File: src/rtl/key_gpio_conditioner.sv
// key_gpio_conditioner: conditions the raw active-low board push-buttons for the
// gpio0_i status byte. Each key gets a 2-FF synchroniser, a four-state
// counter-based debounce FSM, and sticky press/release flags. Software clears a
// key's flags with a rising edge on its evt_clr_i bit.
// Optional feature: define KEY_GPIO_CONDITIONER_LONGPRESS_EN to add a per-key
// long-press counter and flag. When it is undefined, the long-press field of
// gpio_o is tied to 0.
module key_gpio_conditioner #(
  parameter int unsigned NKEYS        = 2,
  parameter int unsigned CLK_FREQ_HZ  = 24000000,
  parameter int unsigned DEBOUNCE_MS  = 10,
  parameter int unsigned LONGPRESS_MS = 1000
) (
  input  logic                 clock,
  input  logic                 reset_n,
  input  logic [NKEYS-1:0]     key_n_i,
  input  logic [NKEYS-1:0]     evt_clr_i,
  output logic [4*NKEYS-1:0]   gpio_o
);

  localparam int unsigned DB_CYCLES = CLK_FREQ_HZ / 1000 * DEBOUNCE_MS;
  localparam int unsigned LP_CYCLES = CLK_FREQ_HZ / 1000 * LONGPRESS_MS;
  localparam int unsigned DB_W      = $clog2(DB_CYCLES) + 1;
`ifdef KEY_GPIO_CONDITIONER_LONGPRESS_EN
  localparam int unsigned LP_W      = $clog2(LP_CYCLES) + 1;
`endif

  typedef enum logic [1:0] {
    ST_UP        = 2'd0,
    ST_UP_PEND   = 2'd1,
    ST_DOWN      = 2'd2,
    ST_DOWN_PEND = 2'd3
  } key_state_t;

  // Reject configurations where the counters cannot reach their terminal values.
  if (NKEYS < 1 || NKEYS > 2) begin : g_bad_nkeys
    $error("key_gpio_conditioner: NKEYS must be 1 or 2");
  end
  if (DB_CYCLES < 2 || LP_CYCLES < 2) begin : g_bad_cycles
    $error("key_gpio_conditioner: debounce and long-press times must be at least 2 cycles");
  end

  logic [NKEYS-1:0] sync1;
  logic [NKEYS-1:0] sync2;
  logic [NKEYS-1:0] clr_q;
  logic [NKEYS-1:0] clr_rise;

  // Two-flop synchroniser; reset to 1 so a held key restarts as released.
  always_ff @(posedge clock or negedge reset_n) begin
    if (!reset_n) begin
      sync1 <= '1;
      sync2 <= '1;
    end else begin
      sync1 <= key_n_i;
      sync2 <= sync1;
    end
  end

  // Registered copy of the clear request for rising-edge detection.
  always_ff @(posedge clock or negedge reset_n) begin
    if (!reset_n) begin
      clr_q <= '0;
    end else begin
      clr_q <= evt_clr_i;
    end
  end

  assign clr_rise = evt_clr_i & ~clr_q;

  for (genvar k = 0; k < NKEYS; k++) begin : g_key
    key_state_t      state;
    logic [DB_W-1:0] db_cnt;
    logic            level;
    logic            press_flag;
    logic            release_flag;
`ifdef KEY_GPIO_CONDITIONER_LONGPRESS_EN
    logic [LP_W-1:0] lp_cnt;
    logic            long_flag;
`endif

    // Debounce FSM plus sticky flags; a set later in the block overrides a clear.
    always_ff @(posedge clock or negedge reset_n) begin
      if (!reset_n) begin
        state        <= ST_UP;
        db_cnt       <= '0;
        level        <= 1'b0;
        press_flag   <= 1'b0;
        release_flag <= 1'b0;
`ifdef KEY_GPIO_CONDITIONER_LONGPRESS_EN
        lp_cnt       <= '0;
        long_flag    <= 1'b0;
`endif
      end else begin
        if (clr_rise[k]) begin
          press_flag   <= 1'b0;
          release_flag <= 1'b0;
`ifdef KEY_GPIO_CONDITIONER_LONGPRESS_EN
          long_flag    <= 1'b0;
`endif
        end

        case (state)
          ST_UP: begin
            if (!sync2[k]) begin
              state  <= ST_UP_PEND;
              db_cnt <= DB_W'(1);
            end
          end

          ST_UP_PEND: begin
            if (sync2[k]) begin
              state  <= ST_UP;
              db_cnt <= '0;
            end else if (db_cnt == DB_W'(DB_CYCLES - 1)) begin
              state      <= ST_DOWN;
              db_cnt     <= '0;
              level      <= 1'b1;
              press_flag <= 1'b1;
            end else begin
              db_cnt <= db_cnt + DB_W'(1);
            end
          end

          ST_DOWN: begin
            if (sync2[k]) begin
              state  <= ST_DOWN_PEND;
              db_cnt <= DB_W'(1);
            end
`ifdef KEY_GPIO_CONDITIONER_LONGPRESS_EN
            // Long counter saturates at LP_CYCLES-1 so the flag fires once per press.
            if (lp_cnt != LP_W'(LP_CYCLES - 1)) begin
              lp_cnt <= lp_cnt + LP_W'(1);
              if (lp_cnt == LP_W'(LP_CYCLES - 2)) begin
                long_flag <= 1'b1;
              end
            end
`endif
          end

          ST_DOWN_PEND: begin
            if (!sync2[k]) begin
              state  <= ST_DOWN;
              db_cnt <= '0;
            end else if (db_cnt == DB_W'(DB_CYCLES - 1)) begin
              state        <= ST_UP;
              db_cnt       <= '0;
              level        <= 1'b0;
              release_flag <= 1'b1;
`ifdef KEY_GPIO_CONDITIONER_LONGPRESS_EN
              lp_cnt       <= '0;
`endif
            end else begin
              db_cnt <= db_cnt + DB_W'(1);
            end
          end

          default: begin
            state  <= ST_UP;
            db_cnt <= '0;
          end
        endcase
      end
    end

    // Pack this key's status into the gpio byte.
    assign gpio_o[k]           = level;
    assign gpio_o[NKEYS + k]   = press_flag;
    assign gpio_o[2*NKEYS + k] = release_flag;
`ifdef KEY_GPIO_CONDITIONER_LONGPRESS_EN
    assign gpio_o[3*NKEYS + k] = long_flag;
`else
    assign gpio_o[3*NKEYS + k] = 1'b0;
`endif
  end

endmodule

File: config.mk
export PLATFORM = sky130hd
export DESIGN_NAME = key_gpio_conditioner
export DESIGN_NICKNAME = d
export VERILOG_FILES = /design/src/rtl/key_gpio_conditioner.sv
export SDC_FILE = /design/constraint.sdc
export NUM_CORES = 1
export LEC_CHECK = 0
export ABC_CLOCK_PERIOD_IN_PS = 3100
export BUFFER_PORTS_ARGS = -buffer_cell sky130_fd_sc_hd__buf_2
export CORE_UTILIZATION = 65
export DETAILED_ROUTE_END_ITERATION = 10
export MAX_ROUTING_LAYER = met4
export PLACE_DENSITY_LB_ADDON = 0.08
export SLEW_MARGIN = 10
export SYNTH_ARGS = -nofsm -noshare
export SYNTH_HDL_FRONTEND = slang
export SYNTH_SLANG_ARGS = --single-unit
File: constraint.sdc
create_clock -name clock -period 3.1 [get_ports clock]
set_input_delay 0 -clock clock [delete_from_list [all_inputs] [get_ports clock]]
set_output_delay 0 -clock clock [all_outputs]
set_load 0.02 [all_outputs]
==> summary.txt, run 1 <==
status = finished, final reports clean
compound-gate portion of the synthesized area = 16.67%
clk sink count = 54
Avg Cell Area, Syn = 9.213 sq um
clock share of power = 28.1%
area leader, netlist = dfrtp_1
leading post-synthesis cells by cell area = dfrtp_1 (45%), nand2_1 (5.2%), a21oi_1 (4.5%), nand3_1 (4.3%), o21ai_0 (4.1%)
min Tclk post-route = 2.315 ns
Async S/R FF share, synth = 100.0%
Die Footprint = 0.004560 sq mm
Remaining Overflow, GRT = 0
CTS tree = done
Final #Nets = 322
area delta synth->final = 7.889%
clk_lat worst skew = 0.31 ns
post_cts resized = 0
Worst Setup Path Type = reg2reg
total track usage = 27.76%
mux share of post-synthesis cell area = 2.869%
max_cap viols = 0
fin crit share = 74.67%
Final Hold Fails = 0
post-CTS setup buffers = 0
top-area cell type share of the netlist area = 44.82%
total power = 1551 uW
Worst slew margin = 33.88%
Die Y = 67.53 um
switching part of the total = 31.54%
Setup crit end kind = flip-flop
Critical Path RT = 3.31 ns
via count = 2229
clock transition at the registers of the reported paths = 0.10 ns
largest family of logic cells by synthesized area = simple AND/OR/NAND/NOR gates
DR vias/cell = 6.107
first-pass GRT wire length = 9.114 mm
Slew @ Worst Pin = 0.9881 ns
unrepaired setup endpoints after global routing = no
initial antenna violation count = 0
Die W = 67.53 um
initial DRC count = 190
setup_tns = 0 ns
sequential fraction of the synthesis area = 48.59%
Synth Instances = 303
Final Max Tran Viols = 0
cell with the most instances after synthesis = dfrtp_1
power density over the cells = 515.2 mW/mm^2
post-detailed-route count of antenna-violating nets = 0
Logic pwr share = 20.9%
CTS max path bufs = 2
Synth cell types = 47
register area = 0.001356 sq mm
crit path DAT = 2.53 ns
core region area = 0.004058 sq mm
clk root buf = clkbuf_8
drt pass-1 iters = 4
largest net degree at the start of global routing = 36
# diodes = 0
Adder-Cell Fraction of Synth Area = 0.8965%
Syn Std Cell Area = 0.002791 sq mm
Yosys reg bits = 54
Post-Synth Simple-Gate Area = 24.03%
Post-synth top cells = dfrtp_1 (50), nand2_1 (39), a21oi_1 (25), nand3_1 (24), o21ai_0 (23)
Max Fclk = 432.0 MHz
Placer Congestion = 0.8739
H-tree depth = 2
worst-path maximum fanout = 29
net switching power = 489.3 uW
Final HPWL DP = 3.716 mm
Flop pwr share = 51.0%
area of the multi-input gates = 0.001308 sq mm
Setup WS post-layout = 0.7851 ns
Worst setup SP type = flip-flop
static leakage = 0.001238 uW
Post-Synth XOR/XNOR Area = 1.569%
fillers = 289
WL/cell = 14.69 um
vias in the first global route = 2035
Critical path buffers and inverters = 0
YS warnings = 0
row count = 23
cell-internal power = 1062 uW
# DRC = 0
Hold/Removal Path Class = in2async
Max stage delay on crit path = 0.57 ns
critical-path cell list = or4b_4 -> nor4_4 -> a31oi_4 -> a21o_1 -> a22o_1
I/O Pins = 14
CTS Hold Bufs = 5
I/O Buffers = 11
Place WS = 0.6136 ns
setup violators final = 0
Post-Route Skew = 0.009023 ns
Starting Density = 68.79%
Synth Flop Type = dfrtp_1
cts bufs inserted = 5
EDFF count, synth = 0
CP max stage cell = or4b_4
Worst VDD drop = 0.5175 mV
Crit path max-delay family = simple AND/OR/NAND/NOR gates
share of layout cells above drive strength 1 = 10.79%
drt total wl = 5.361 mm
per-layer routing:
metal	track usage (%)	vias up	routed length, um
met1	33.33	1063	2442
met2	47.28	45	2690
met3	4.054	4	193
li1	-	1117	-
met4	9.574	0	34
met5	-	-	0
state kept, by name, indices dropped and copies added, names as in the netlist, named ones only:
register and count:
g_key.state 2, g_key.level 2, sync1 2, g_key.db_cnt 38
clr_q 2, sync2 2, g_key.release_flag 2, g_key.press_flag 2
worst reg2reg max path: cells and delay by family (launching register included):
kind               cells  cell delay [ns]
and+or+nand+nor        2             0.94
AOI/OAI and AO/OA      3             0.84
DFF                    1             0.44
area by class of cell:
type / instances / share of cell area [%]
clock buffers: 7 / 3.199
repair buffers: 20 / 4.487
well taps: 50 / 2.077
multi-input cells: 221 / 43.41
inverters: 12 / 1.496
clock inverters: 1 / 0.2908
flip-flops and latches: 54 / 45.04
path summary, 6_finish.rpt:
path	start	to	slack, ns	cells after the start
min in group clock	key_n_i[1]	sync1[1]	0.33	2
setup reg to reg	g_key[1].db_cnt[9]	g_key[1].db_cnt[10]	0.79	5
hold reg to reg	sync1[0]	sync2[0]	0.36	0
max in group asynchronous	reset_n	sync2[1]	2.02	3
setup / recovery	g_key[1].db_cnt[9]	g_key[1].db_cnt[10]	0.79	5
hold / removal	reset_n	g_key[1].db_cnt[18]	0.28	2
power groups by stage:
stage / Clock (uW) / Combinational, uW / Sequential [uW]
CTS: 443 / 324 / 791
detailed placement: 0 / 319 / 805
finish: 436 / 324 / 792
floorplan: 0 / 243 / 783
global route: 470 / 365 / 801
global placement: 0 / 313 / 803
layout by cell type, fill, tap and decap left out, types with 4 or more instances in the layout:
cell type	n
nand2_1	39
nand3_1	24
o21ai_0	23
a22o_1	6
inv_1	12
nor2_1	14
dfrtp_1	50
o31ai_1	4
a21oi_1	25
or3_1	8
nand2b_1	4
clkbuf_8	7
dlygate4sd3_1	5
dfstp_2	4
nor4_1	4
buf_2	11
and3_1	5
buf_4	4
mux2i_1	8
a31oi_1	4
nand4_1	13
per-stage QoR:
step                      hold WS, ns  cell area, sq um  std cells  utilization [%]
after CTS                      0.3033              3003        365            74.01
after global routing           0.3212              3012        365            74.22
final                          0.2817              3012        365            74.22
after global placement        0.09818              2848        352            70.18
after detailed placement       0.1066              2848        352            70.18
after floorplan               -0.2956              2795        304                -
kinds of logic (layout without fill, tap and decap cells):
| kind of cell | Yosys count | count (layout) |
|---|---|---|
| adders and majority gates | 2 | 2 |
| AOI/OAI and AO/OA | 77 | 77 |
| and+or+nand+nor | 127 | 127 |
| DFF | 54 | 54 |
| buffers and inverters | 29 | 40 |
| other | 1 | 2 |
| muxes | 8 | 8 |
| xor gates and xnor gates | 5 | 5 |
(Power assumes the default switching activity.)
==> run 2: changes to the inputs <==
- ABC_CLOCK_PERIOD_IN_PS: 3100 -> 1950
- CORE_UTILIZATION: 65 -> 55
- clock period: 3.1 -> 1.95 ns (I/O delays scaled with it)
==> run 2 against run 1 <==
  * The run now ends with setup timing left
  * Flip-flop and latch count did not move
  * Via count rose by 4.0%
  * Sequential share of layout area fell by 4.4 points
  * Combinational power rose by 89%
  * Critical endpoint is now g_key[1].db_cnt[1]
==> summary.txt, run 2 (same netlist as run 1, synthesis figures left out) <==
power density over the cells = 832.2 mW/mm^2 (+62%)
Max stage delay on crit path = 0.54 ns (-0.03 ns)
Flop pwr share = 45.3% (-5.7 points)
largest register by flop count = g_key.db_cnt
critical-path cell list = or4bb_1 -> nor4_4 -> a31oi_2 -> buf_4 -> buf_4 -> a22o_1
Worst setup SP type = flip-flop
clk sink count = 54 (unchanged)
Critical Path RT = 2.15 ns (-1.16 ns)
fillers = 399 (+38%)
worst-path maximum fanout = 7 (-76%)
Finished Layout Cells = 414 (+13%)
cts bufs inserted = 5 (unchanged)
fin area = 0.003336 sq mm (+11%)
Crit path top cell by count = buf_4
Critical path buffers and inverters = 2 (+2)
CP max stage cell = or4bb_1
failing checks = setup timing
Die W = 73.24 um (+8.5%)
drt pass-1 iters = 4 (unchanged)
placed inst area = 0.003107 sq mm (+9.1%)
I/O Pins = 14 (unchanged)
Crit path max-delay family = simple AND/OR/NAND/NOR gates
Die Footprint = 0.005364 sq mm (+18%)
Final #Nets = 354 (+9.9%)
H-tree depth = 2 (unchanged)
Hold/Removal Path Class = in2async
crit path DAT = 2.27 ns (-0.26 ns)
Place WS = -0.09127 ns (-0.7048 ns)
clk root buf = clkbuf_8
net switching power = 799.6 uW (+63%)
Slew @ Worst Pin = 0.6212 ns (-0.3669 ns)
Setup crit end kind = flip-flop
largest net degree at the start of global routing = 32 (-11%)
Final Hold Fails = 0 (unchanged)
unrepaired setup endpoints after global routing = yes
Placer Congestion = 0.8155 (-6.7%)
Largest register FFs = 38 (unchanged)
share of layout cells above drive strength 1 = 20.46% (+9.7 points)
via count = 2319 (+4.0%)
# diodes = 0 (unchanged)
cell-internal power = 1977 uW (+86%)
Worst VDD drop = 0.6804 mV (+31%)
CTS max path bufs = 2 (unchanged)
Logic pwr share = 22.0% (+1.1 points)
Setup WS post-layout = -0.1145 ns (-0.8997 ns)
clk_lat worst skew = 0.30 ns (about the same)
post-detailed-route count of antenna-violating nets = 0 (unchanged)
clock transition at the registers of the reported paths = 0.09 ns (about the same)
total power = 2776 uW (+79%)
vias in the first global route = 2185 (+7.4%)
DR vias/cell = 5.601 (-8.3%)
Final HPWL DP = 3.996 mm (+7.5%)
clock share of power = 32.7% (+4.6 points)
Post-Route Skew = 0.004226 ns (-0.004797 ns)
initial antenna violation count = 0 (unchanged)
fin crit share = 105.9% (+31 points)
commonest non-fill, non-tap cells in the layout = dfrtp_1 (50), nand2_1 (39), buf_4 (35)
static leakage = 0.001432 uW (+16%)
area delta synth->final = 19.50%
first-pass GRT wire length = 9.515 mm (+4.4%)
Worst Setup Path Type = reg2reg
Cell Count Post-Placement = 399 (+13%)
drt total wl = 5.577 mm (+4.0%)
row count = 25 (+8.7%)
WL/cell = 13.47 um (-8.3%)
Max Fclk = 484.4 MHz (+12%)
status = finished with violations
CTS tree = done
core region area = 0.004817 sq mm (+19%)
Worst slew margin = 58.54% (+25 points)
Die Y = 73.24 um (+8.5%)
total track usage = 24.07% (-3.7 points)
initial DRC count = 136 (-28%)
Remaining Overflow, GRT = 0 (unchanged)
# DRC = 0 (unchanged)
min Tclk post-route = 2.065 ns (-0.2503 ns)
max_cap viols = 0 (unchanged)
I/O Buffers = 11 (unchanged)
Final Hold Slack = 0.2057 ns (-0.07598 ns)
most common cell after layout, fill and taps aside = dfrtp_1
Starting Density = 57.95% (-11 points)
setup violators final = 19 (+19)
switching part of the total = 28.80% (-2.7 points)
Final Max Tran Viols = 0 (unchanged)
run 2: changes by cell type in the layout (fill, tap and decap cells not counted), moves of 2 or more:
cell       previous run  this run
o21ai_1               0         4
nor2_1               14        12
buf_4                 4        35
bufinv_16             0         2
nor2_2                1         3
o21ai_0              23        19
run 2: worst reg2reg max path, cell delays in order, from the launching register on:
cell     delay [ns]
dfrtp_1        0.39
or4bb_1        0.54
nor4_4         0.31
a31oi_2        0.22
buf_4          0.21
buf_4          0.14
a22o_1         0.17
run 2: final cells by class:
cell class / count / area (sq um) / share of cell area (%)
clock buffers: 6 / 82.58 / 2.476
clock inverters: 2 / 60.06 / 1.800
inverters: 12 / 45.04 / 1.350
multi-input cells: 221 / 1320 / 39.57
flip-flops and latches: 54 / 1356 / 40.66
well taps: 67 / 83.83 / 2.513
repair buffers: 52 / 387.9 / 11.63
run 2: timing repair:
action	4_1_cts	5_1_grt
setup buffers	0	2
cloned	0	0
pin swaps	3	2
endpoints found under the setup margin	21	34
resized for setup	2	9
hold endpoints to repair	24	0
hold buffers	5	0
run 2: power groups by stage:
stage	Clock (uW)	Combinational, uW	Sequential, uW
2_1_floorplan	0	387	1240
3_3_place_gp	0	579	1270
3_5_place_dp	0	592	1270
4_1_cts	939	603	1250
5_1_grt	967	696	1270
6_report	908	612	1260
run 2: metrics by stage:
| stage | setup TNS [ns] | utilization [%] |
|---|---|---|
| after detailed placement | -0.5424 | 64.49 |
| after global placement | -0.1462 | 64.49 |
| final | -0.9811 | 69.25 |
| after floorplan | -0.1507 | - |
| after CTS | -1.010 | 68.49 |
| after global routing | -2.834 | 69.25 |
run 2: path summary, 6_finish.rpt:
path / depth (start not counted) / end / start / slack (ns)
min in group clock: 2 / sync1[0] / key_n_i[0] / 0.34
min reg2reg: 0 / sync2[0] / sync1[0] / 0.36
min: 2 / clr_q[1] / reset_n / 0.21
max: 6 / g_key[1].db_cnt[1] / g_key[1].db_cnt[12] / -0.11
max in group asynchronous: 3 / sync2[1] / reset_n / 1.13
max reg2reg: 6 / g_key[1].db_cnt[1] / g_key[1].db_cnt[12] / -0.11
run 2: layer usage:
layer	vias up	part of all wire, %	global-route usage [%]
li1	1183	-	-
met1	1099	46	27.90
met2	32	51	42.28
met3	5	2.0	3.867
met4	0	0.95	8.061
met5	-	0	-
